$ cat src/rtl/mem_access_unit.sv
// mem_access_unit
//   MEM-stage load/store unit. Sits between the EX/MEM register and MEMWB_Reg
//   and talks to an external data memory over a req/ack handshake, so the
//   memory may take any number of cycles to answer.
//   Stores: byte enables plus lane-replicated write data.
//   Loads : selects the byte/halfword lane and sign- or zero-extends it.
//
// Parameters
//   TIMEOUT : max BUSY cycles to wait for DMem_Ack before abort (0 = forever)
//   TO_W    : width of the wait counter, must be able to hold TIMEOUT
//
// Ports
//   Clock, Reset          : rising-edge clock, asynchronous active-high reset
//   MemRead_In/MemWrite_In: load / store request (store wins if both high)
//   MemSize_In            : 00 word, 01 half, 10 byte, 11 word
//   MemSigned_In          : 1 = sign-extend loads
//   Address_In            : byte address
//   WriteData_In          : right-justified store data
//   DMem_Req/We/Addr/ByteEn/WData : registered memory request
//   DMem_Ack, DMem_RData  : memory completion and read data
//   ReadData_Out          : extended load result to MEMWB_Reg
//   Stall_Out             : combinational pipeline freeze
//   Misaligned_Out        : combinational misaligned-access flag
//   BusError_Out          : registered one-cycle pulse on timeout abort
module mem_access_unit #(
    parameter int TIMEOUT = 64,
    parameter int TO_W    = 8
) (
    input  logic        Clock,
    input  logic        Reset,
    input  logic        MemRead_In,
    input  logic        MemWrite_In,
    input  logic [1:0]  MemSize_In,
    input  logic        MemSigned_In,
    input  logic [31:0] Address_In,
    input  logic [31:0] WriteData_In,
    output logic        DMem_Req,
    output logic        DMem_We,
    output logic [31:0] DMem_Addr,
    output logic [3:0]  DMem_ByteEn,
    output logic [31:0] DMem_WData,
    input  logic        DMem_Ack,
    input  logic [31:0] DMem_RData,
    output logic [31:0] ReadData_Out,
    output logic        Stall_Out,
    output logic        Misaligned_Out,
    output logic        BusError_Out
);

    typedef enum logic [1:0] {
        IDLE = 2'b00,
        BUSY = 2'b01,
        DONE = 2'b10
    } state_t;

    state_t         state_q;
    logic [TO_W-1:0] cnt_q;
    logic           req_q;
    logic           we_q;
    logic [31:0]    addr_q;
    logic [3:0]     be_q;
    logic [31:0]    wdata_q;
    logic [31:0]    rdata_q;
    logic           berr_q;
    // Lane/size/sign of the access in flight; the extract must not depend
    // on whatever the live inputs happen to show during BUSY.
    logic [1:0]     lane_q;
    logic [1:0]     size_q;
    logic           sgn_q;

    logic           op;
    logic           is_word;
    logic           misaligned;
    logic           timeout_hit;
    logic [3:0]     be_d;
    logic [31:0]    wdata_d;
    logic [31:0]    rdata_ext_d;

    // Select the addressed lane of a read word and extend it to 32 bits.
    function automatic logic [31:0] load_extract(input logic [31:0] rdata,
                                                 input logic [1:0]  size,
                                                 input logic [1:0]  lane,
                                                 input logic        sgn);
        logic [7:0]  b;
        logic [15:0] h;
        b = rdata[8*lane +: 8];
        h = rdata[16*lane[1] +: 16];
        case (size)
            2'b10:   return sgn ? {{24{b[7]}}, b}  : {24'b0, b};
            2'b01:   return sgn ? {{16{h[15]}}, h} : {16'b0, h};
            default: return rdata;
        endcase
    endfunction

    assign op      = MemRead_In | MemWrite_In;
    assign is_word = (MemSize_In == 2'b00) || (MemSize_In == 2'b11);

    always_comb begin
        misaligned = 1'b0;
        if (is_word)
            misaligned = |Address_In[1:0];
        else if (MemSize_In == 2'b01)
            misaligned = Address_In[0];
    end

    always_comb begin
        be_d    = 4'b1111;
        wdata_d = WriteData_In;
        case (MemSize_In)
            2'b10: begin
                be_d    = 4'b0001 << Address_In[1:0];
                wdata_d = {4{WriteData_In[7:0]}};
            end
            2'b01: begin
                be_d    = Address_In[1] ? 4'b1100 : 4'b0011;
                wdata_d = {2{WriteData_In[15:0]}};
            end
            default: ;
        endcase
    end

    assign rdata_ext_d = load_extract(DMem_RData, size_q, lane_q, sgn_q);
    assign timeout_hit = (TIMEOUT != 0) && (cnt_q == TO_W'(TIMEOUT - 1));

    // Gated by Reset so the hazard unit is released as soon as reset hits,
    // even if the upstream stage has not yet dropped its request.
    assign Stall_Out      = ~Reset & ((state_q == BUSY) ||
                                      ((state_q == IDLE) && op && ~misaligned));
    assign Misaligned_Out = ~Reset & (state_q == IDLE) & op & misaligned;

    always_ff @(posedge Clock or posedge Reset) begin
        if (Reset) begin
            state_q <= IDLE;
            cnt_q   <= '0;
            req_q   <= 1'b0;
            we_q    <= 1'b0;
            addr_q  <= '0;
            be_q    <= '0;
            wdata_q <= '0;
            rdata_q <= '0;
            berr_q  <= 1'b0;
            lane_q  <= '0;
            size_q  <= '0;
            sgn_q   <= 1'b0;
        end else begin
            berr_q <= 1'b0;
            case (state_q)
                IDLE: begin
                    if (op && !misaligned) begin
                        req_q   <= 1'b1;
                        we_q    <= MemWrite_In;
                        addr_q  <= {Address_In[31:2], 2'b00};
                        be_q    <= be_d;
                        wdata_q <= wdata_d;
                        lane_q  <= Address_In[1:0];
                        size_q  <= MemSize_In;
                        sgn_q   <= MemSigned_In;
                        cnt_q   <= '0;
                        state_q <= BUSY;
                    end
                end
                BUSY: begin
                    if (DMem_Ack) begin
                        req_q   <= 1'b0;
                        we_q    <= 1'b0;
                        if (!we_q)
                            rdata_q <= rdata_ext_d;
                        state_q <= DONE;
                    end else if (timeout_hit) begin
                        req_q   <= 1'b0;
                        we_q    <= 1'b0;
                        berr_q  <= 1'b1;
                        rdata_q <= '0;
                        state_q <= DONE;
                    end else begin
                        cnt_q <= cnt_q + TO_W'(1);
                    end
                end
                // One cycle with Stall_Out low lets MEMWB_Reg capture; the
                // request that is still on the inputs is not reissued.
                DONE: state_q <= IDLE;
                default: state_q <= IDLE;
            endcase
        end
    end

    assign DMem_Req     = req_q;
    assign DMem_We      = we_q;
    assign DMem_Addr    = addr_q;
    assign DMem_ByteEn  = be_q;
    assign DMem_WData   = wdata_q;
    assign ReadData_Out = rdata_q;
    assign BusError_Out = berr_q;

endmodule

$ cat config.mk
export PLATFORM = sky130hd
export DESIGN_NAME = mem_access_unit
export DESIGN_NICKNAME = d
export VERILOG_FILES = /design/src/rtl/mem_access_unit.sv
export SDC_FILE = /design/constraint.sdc
export NUM_CORES = 1
export LEC_CHECK = 0
export CORE_AREA = 2 2 117 119
export CTS_BUF_LIST = sky130_fd_sc_hd__clkbuf_8
export CTS_CLUSTER_SIZE = 12
export DETAILED_ROUTE_END_ITERATION = 10
export DIE_AREA = 0 0 119 121
export PLACE_DENSITY = 0.78
export SLEW_MARGIN = 10
export SYNTH_ARGS = -nofsm -noshare
export SYNTH_HDL_FRONTEND = slang
export SYNTH_SLANG_ARGS = --single-unit
$ cat constraint.sdc
create_clock -name Clock -period 4.1 [get_ports Clock]
set_input_delay 0.82 -clock Clock [delete_from_list [all_inputs] [get_ports Clock]]
set_output_delay 0.82 -clock Clock [all_outputs]
set_load 0.01 [all_outputs]
=== Word level (Yosys, flattened, before mapping) ===
Cells that the tools add are included.
W data, S select, Z words.

* Register bits after elaboration: 116
* ROM bits: 0
* Bits in latches: 0
* Logic and storage cells: 79
* Input port bits: 104
* Bits in writable memories: 0
* Memories kept: 0
* Output and inout bits: 105

* $mul: 0
* $lt $le $gt $ge: 0
* Shifts and indexed selects: 3
* Eq/ne operators: 12
* Reductions and logical operators: 16
* Divide/modulo/power cells: 0
* Multiplexer cells: 28
* $add $sub $neg: 1
* Bitwise gates (word level): 7

{| class="wikitable"
|+ Operators with widths
! cell !! count
|-
| $mux W32 || 5
|-
| $pmux W32 S2 || 2
|-
| $shiftx A32 B6 Y16 || 1
|-
| $shiftx A32 B6 Y8 || 1
|-
| $mux W8 || 3
|-
| $pmux W8 S2 || 1
|-
| $mux W1 || 9
|-
| $add A8 B1 Y8 const B || 1
|-
| $eq A8 B6 Y1 const B || 1
|-
| $pmux W4 S2 || 1
|-
| $eq A2 B1 Y1 const B || 3
|-
| $eq A2 B2 Y1 const B || 3
|-
| $mux W2 || 3
|-
| $ne A2 B2 Y1 const B || 3
|-
| $reduce_and A3 Y1 || 2
|-
| $and A1 B1 Y1 || 4
|-
| $logic_not A2 Y1 || 2
|-
| $mux W4 || 1
|-
| $pmux W1 S2 || 2
|-
| $pmux W2 S2 || 1
|-
| $reduce_and A2 Y1 || 2
|-
| $reduce_and A4 Y1 || 1
|-
| $reduce_bool A2 Y1 || 2
|-
| $shl A1 B2 Y4 const A || 1
|-
| other kinds (8) || 12
|}

=== Logic depth before layout (Yosys ltp) ===
Gate-level depths: netlist (run 1).

* Depth in word-level cells: 7
* Depth in mapped cells: 9
* Depth with buffers taken out: 6

=== Least setup slack after synthesis (run 1) ===
No wires, ideal clock.

* Path kind: input to output
* From: input MemSize_In[0]
* To: output Stall_Out
* Stages: 8
* Path buffers: 3
* Arrival time: 2193 ps
* Path slack: 1087 ps
* Required time: 3280 ps
* Cell sequence: inv_1 ha_1 buf_2 nand2_1 o2111ai_1 buf_2 buf_2 a21oi_1

* Cells in the longest elaborated chain, start to end: 7
* Elaborated cells on any way between the ends: 10
* Those cells by class: eq/ne (2); mux (2); bitwise (2); reduce/logical (4)

{| class="wikitable"
|+ RTL lines
! what !! RTL line !! text
|-
| start, declared || 33 || <nowiki>input logic [1:0] MemSize_In,</nowiki>
|-
| $eq A2 B1 Y1, or another cell as far along || 102 || <nowiki>else if (MemSize_In == 2'b01)</nowiki>
|-
| $mux W1 or $logic_or A1 B1 Y1 (tied branches) || 102, 96 ||
|-
| $mux W1 * || 100 || <nowiki>if (is_word)</nowiki>
|-
| $not A1 Y1 * || 128 || <nowiki>((state_q == IDLE) && op && ~misaligned));</nowiki>
|-
| $logic_and A1 B1 Y1 * || 128 ||
|-
| $logic_or A1 B1 Y1 * || 127 || <nowiki>assign Stall_Out = ~Reset & ((state_q == BUSY) ||</nowiki>
|-
| $and A1 B1 Y1 * || 127 ||
|-
| end, declared || 45 || <nowiki>output logic Stall_Out,</nowiki>
|}

Mark *: on every way between the ends. The rest lies on a longest branch, timed or not.

=== Final worst setup path (run 1) ===
Ends and elaborated chain as after synthesis.

==> impl_metrics.csv, run 1 <==
group,metric,value,unit
layout,layout-drive-gt1-share,14.4,%
layout,final_cells,858,
clock_network,clk_pin_slew,0.07,ns
placed_design,dpl.cell_count,827,
clock_network,clock_sinks,116,
global_route,grt_pass1_wl,24000,µm
route,vias,4603,
logic_synthesis,syn-instance-count,469,
sta,skew,0.0118,ns
floorplanning,num_rows,42,
placed_design,port_buffers,206,
floorplanning,start_util,40.5,%
layout,fillers,1065,
setup_path,end_kind,"primary output",
logic_synthesis,async_reset_ff_share,100,%
pwr,max-vdd-ir-drop,0.378,mV
setup_path,reg2reg_depth,6,
global_route,antenna_found_initial,0,
setup_path,worstPathArrival,3.03,ns
logic_synthesis,synthFlopType,"dfrtp_1",
global_route,grt_usage,21.0,%
global_route,grt_pass1_vias,4739,
setup_path,crit_required,3.28,ns
pwr,p_leak,3.29,nW
clock_network,cts_resized,0,
sta,tightestPinTransition,1.05,ns
clock_network,numCtsBuffers,17,
setup_path,crit_path_max_fanout,3,
layout,fin_nets,779,
route,dr_wl_met2,6960,µm
clock_network,cts_setup_buffers,0,
logic_synthesis,synth_seq_cells,116,
route,ant_nets,0,
layout,layout_common_cells,"206 x clkdlybuf4s50_1, 116 x dfrtp_1, 56 x nand2_1, 49 x mux2_2, 28 x o21ai_0",
floorplanning,pin_count,209,
setup_path,startpoint_type,"input pin",
logic_synthesis,synth.cell_area,0.00530,mm²
run,drv_cap,0,
floorplanning,fp.coreArea,0.0131,mm²
route,dr_wl_met3,1470,µm
outcome,outcome,"finished clean",
worst_hold_path,min_path_type,"flop to flop",
floorplanning,die_h,121,µm
route,routed_via_density,5.36,
sta,timing.fmax,260,MHz
route,top_layer,"met4",
placed_design,gp_congestion,0.845,
floorplanning,die_area,0.0144,mm²
logic_synthesis,ys_seq_area_share,54.7,%
clock_network,cts_tree,"done",
sta,timing.final.max_slew_violations,0,
clock_network,root_buffer,"clkbuf_8",
sta,period_share,93.9,%
layout,n_antenna_cell,0,
route,drt_first_iter_violations,352,
sta,maxSlewHeadroom,29.8,%
pwr,powerDensity,691,mW/mm²
logic_synthesis,synth_area_per_cell,11.3,µm²
sta,setup_tns,0,ns
clock_network,clockBufferDepth,2,
sta,hold_viol_final,0,
logic_synthesis,synth_edf_count,0,
setup_path,cp_slowest_stage_delay,0.57,ns
setup_path,crit_top_cell,"clkdlybuf4s50_1",
global_route,gr-total-overflow,0,
sta,setup_viol,0,
layout,multiInputGateArea,0.00221,mm²
placed_design,dpl.hpwl,10600,µm
route,drc,0,
clock_network,cts_hold_buf,0,
worst_hold_path,whs_path_depth,2,
route,first_pass_iters,5,
route,post_drt_wl_per_cell,17.2,µm
sta,finalCriticalPeriod,3.85,ns
global_route,grt_max_degree,105,
sta,grt_setup_unrepaired,"no",
setup_path,slowest_stage,"clkdlybuf4s50_1",
logic_synthesis,ys_types,48,
clock_network,clk-insertion-delay-late,0.43,ns
setup_path,path_cells,"clkdlybuf4s50_1 -> inv_1 -> ha_1 -> o21ai_1 -> o2111ai_4 -> a21oi_1 -> clkdlybuf4s50_1",
route,wl_met1,5920,µm
clock_network,ctsHtreeMaxLevel,4,
route,finalWirelength,14700,µm
setup_path,critPathKind,"input pin to primary output",
logic_synthesis,yosys_warnings,0,
layout,area_delta_synth_final,49.3,%
layout,seq_area,0.00290,mm²
floorplanning,fp.dieW,119,µm
layout,final_common_cell,"clkdlybuf4s50_1",
-- cell usage after synthesis, types with 2 or more instances --
cell,instances,area [µm²]
and4bb_2,2,25.0
and2_1,2,12.5
dfrtp_1,116,2900
nand3_1,2,10.0
xnor2_1,3,26.3
o31ai_1,16,120
a22oi_1,8,60.1
nor2_1,14,52.6
a21o_1,10,75.1
buf_4,2,15.0
clkbuf_1,9,33.8
inv_1,13,48.8
a21oi_1,26,130
o21ba_2,2,20.0
a221o_1,23,230
o21ai_1,2,10.0
nand2_1,56,210
buf_2,20,100
a221oi_1,8,70.1
o211ai_1,7,52.6
nor3_1,3,15.0
o21ai_0,28,140
nor2b_1,17,106
a211oi_1,4,30.0
mux2_2,49,552
ha_1,5,62.6
-- final cells by class --
cell class              instances  area share, %
inverters                      13          0.648
clock buffers                  17           2.95
multi-input cells             308           27.9
repair buffers                214           27.0
clock inverters                14           2.07
well taps                     176           2.78
flip-flops and latches        116           36.7
-- where the power goes --
group | total (mW) | switching [mW] | internal, mW
Combinational | 2.43 | 1.03 | 1.39
Sequential | 1.98 | 0.325 | 1.65
Clock | 1.07 | 0.476 | 0.592
-- per-stage QoR --
step	hold slack (ns)	utilization (%)	setup WS, ns	power (mW)	area, µm²
4_1_cts	0.482	60.5	0.227	5.53	7920
5_1_grt	0.505	60.5	0.150	5.81	7920
3_5_place_dp	0.465	57.5	0.228	4.43	7520
3_3_place_gp	0.459	57.5	0.266	4.35	7520
2_1_floorplan	0.467	-	0.208	3.12	5310
6_report	0.477	60.5	0.249	5.47	7920
-- worst max-delay path, delay by kind of cell --
kind	cells	cell delay, ns
adders and majority gates	1	0.32
AOI/OAI and AO/OA	3	0.78
buffers and inverters	3	1.11
-- registers in the layout (all words and copies together) (netlist names) --
signal	count
BusError_Out	1
DMem_Addr	30
DMem_ByteEn	4
DMem_Req	1
DMem_WData	32
DMem_We	1
ReadData_Out	32
cnt_q	8
lane_q	2
sgn_q	1
size_q	2
state_q	2
-- logic make-up after synthesis --
logic type / Yosys count / synth area share, %
fa+ha+maj: 5 / 1.18
buf+inv: 46 / 4.01
flops: 116 / 54.7
xor+xnor: 3 / 0.495
compound gates: 141 / 19.1
simple gates: 107 / 9.60
other cells: 1 / 0.0707
mux: 50 / 10.8
-- metal layers --
layer / track usage (%) / vias to the layer above
met5: 0 / -
met4: 8.93 / 0
met3: 8.04 / 29
met2: 33.8 / 239
met1: 25.2 / 2228
li1: - / 2107
-- worst paths after layout --
kind	slack, ns	from	end
max	0.25	MemSize_In[0]	Stall_Out
min	0.48	DMem_WData[27]	DMem_WData[27]
max reg2reg	1.85	size_q[0]	ReadData_Out[4]
min reg2reg	0.48	DMem_WData[27]	DMem_WData[27]
max in group asynchronous	2.35	Reset	DMem_WData[9]
min in group asynchronous	0.98	Reset	DMem_We
Note: power is estimated with default switching activity, not from simulation.
==> run 2, diff against run 1 <==
--- a/config.mk
+++ b/config.mk
@@ -11,6 +11,7 @@
 export DETAILED_ROUTE_END_ITERATION = 10
 export DIE_AREA = 0 0 119 121
 export PLACE_DENSITY = 0.78
+export RECOVER_POWER = 100
 export SLEW_MARGIN = 10
 export SYNTH_ARGS = -nofsm -noshare
 export SYNTH_HDL_FRONTEND = slang
==> impl_metrics.csv, run 2 (synthesis results as in run 1) <==
group,metric,value,unit
outcome,outcome,"finished with violations",
outcome,violations,"capacitance limit, slew limit",
worst_hold_path,hold_start,"DMem_WData[27]",
clock_network,ctsHtreeMaxLevel,4,
route,vias,4599,
worst_hold_path,min_path_type,"flop to flop",
setup_path,cp.buffers_inverters,3,
setup_path,critPathLaunch,"MemSize_In[0]",
clock_network,clk_pin_slew,0.07,ns
global_route,grt_usage,21.0,%
pwr,p_leak,3.42,nW
sta,finalCriticalPeriod,3.92,ns
layout,final_common_cell,"dfrtp_1",
route,drt_first_iter_violations,391,
layout,layout_common_cells,"116 x dfrtp_1, 105 x dlygate4sd3_1, 101 x clkdlybuf4s50_1, 56 x nand2_1, 49 x mux2_2",
floorplanning,pin_count,209,
setup_path,cp_slowest_stage_delay,0.57,ns
clock_network,numCtsBuffers,17,
global_route,gr-total-overflow,0,
sta,skew,0.0118,ns
clock_network,cts_tree,"done",
clock_network,cts_hold_buf,0,
setup_path,critPathKind,"input pin to primary output",
floorplanning,fp.coreArea,0.0131,mm²
sta,tightestPinTransition,2.67,ns
layout,fillers,1069,
floorplanning,start_util,40.5,%
sta,setup_tns,0,ns
setup_path,slowest_stage,"clkdlybuf4s50_1",
layout,n_antenna_cell,0,
sta,period_share,95.5,%
run,drv_cap,2,
global_route,antenna_found_initial,0,
route,finalWirelength,14800,µm
setup_path,crit_required,3.28,ns
placed_design,post-place-ws,0.228,ns
pwr,powerDensity,666,mW/mm²
sta,hold-worst-slack,0.469,ns
sta,grt_setup_unrepaired,"no",
layout,area_delta_synth_final,48.8,%
sta,hold_viol_final,0,
clock_network,clk-insertion-delay-late,0.43,ns
route,drc,0,
clock_network,clockBufferDepth,2,
layout,layout-drive-gt1-share,13.5,%
route,post_drt_wl_per_cell,17.2,µm
sta,finalWorstSetupSlack,0.183,ns
route,routed_via_density,5.36,
route,ant_nets,0,
floorplanning,fp.dieW,119,µm
sta,maxSlewHeadroom,-78.3,%
layout,fin_nets,779,
sta,timing.fmax,255,MHz
clock_network,cts_resized,0,
setup_path,worstPathArrival,3.10,ns
setup_path,crit_path_max_fanout,3,
setup_path,path_cells,"dlygate4sd3_1 -> inv_1 -> ha_1 -> o21ai_1 -> o2111ai_4 -> a21oi_1 -> clkdlybuf4s50_1",
global_route,grt_max_degree,105,
route,first_pass_iters,5,
setup_path,end_kind,"primary output",
sta,timing.final.max_slew_violations,175,
pwr,p_total,5.25,mW
floorplanning,die_area,0.0144,mm²
placed_design,dpl.hpwl,10600,µm
clock_network,clock_sinks,116,
global_route,grt_pass1_wl,24000,µm
global_route,grt_pass1_vias,4739,
setup_path,startpoint_type,"input pin",
placed_design,gp_congestion,0.845,
setup_path,critPathTopFamily,"buffers and inverters",
setup_path,r2r-start,"state_q[0]",
sta,setup_viol,0,
floorplanning,num_rows,42,
placed_design,port_buffers,206,
clock_network,root_buffer,"clkbuf_8",
pwr,max-vdd-ir-drop,0.352,mV
floorplanning,die_h,121,µm
clock_network,cts_setup_buffers,0,
-- run 2: per-stage QoR --
step	instance area [µm²]	std cells	utilization [%]
3_3_place_gp	7520	827	57.5
5_1_grt	7890	858	60.3
2_1_floorplan	5310	470	-
4_1_cts	7920	858	60.5
6_report	7890	858	60.3
3_5_place_dp	7520	827	57.5
-- run 2: per-layer routing --
layer / track usage, % / wire length [µm]
met1: 25.2 / 5920
met2: 33.8 / 7030
met3: 8.04 / 1410
met4: 8.93 / 412
met5: 0 / 0
-- run 2: path summary, 6_finish.rpt --
check | to | slack (ns) | cells after the start
max in group asynchronous | DMem_Addr[31] | 0.74 | 2
worst min register to register | DMem_WData[27] | 0.47 | 2
worst min-delay path | DMem_WData[27] | 0.47 | 2
min in group asynchronous | DMem_We | 1.82 | 2
worst max register to register | sgn_q | 1.53 | 4
worst max-delay path | Stall_Out | 0.18 | 7
-- run 2: tightest hold or removal path: cells and delay by family (launching register included) --
family / cells / cell delay, ns
AOI/OAI and AO/OA: 1 / 0.05
DFF: 1 / 0.34
and+or+nand+nor: 1 / 0.05
-- run 2: cell type report --
class / instances / area [µm²] / area share (%)
Inverter: 13 / 48.8 / 0.618
Timing Repair Buffer: 214 / 2130 / 27.0
Tap cell: 176 / 220 / 2.79
Clock buffer: 17 / 234 / 2.96
Multi-Input combinational cell: 308 / 2190 / 27.8
Sequential cell: 116 / 2900 / 36.8
Clock inverter: 14 / 164 / 2.08
-- run 2: power by group --
group	switching (mW)	leakage, nW	internal, mW	total, mW
Combinational	1.02	1.79	1.21	2.23
Clock	0.479	0.185	0.592	1.07
Sequential	0.299	1.44	1.65	1.95
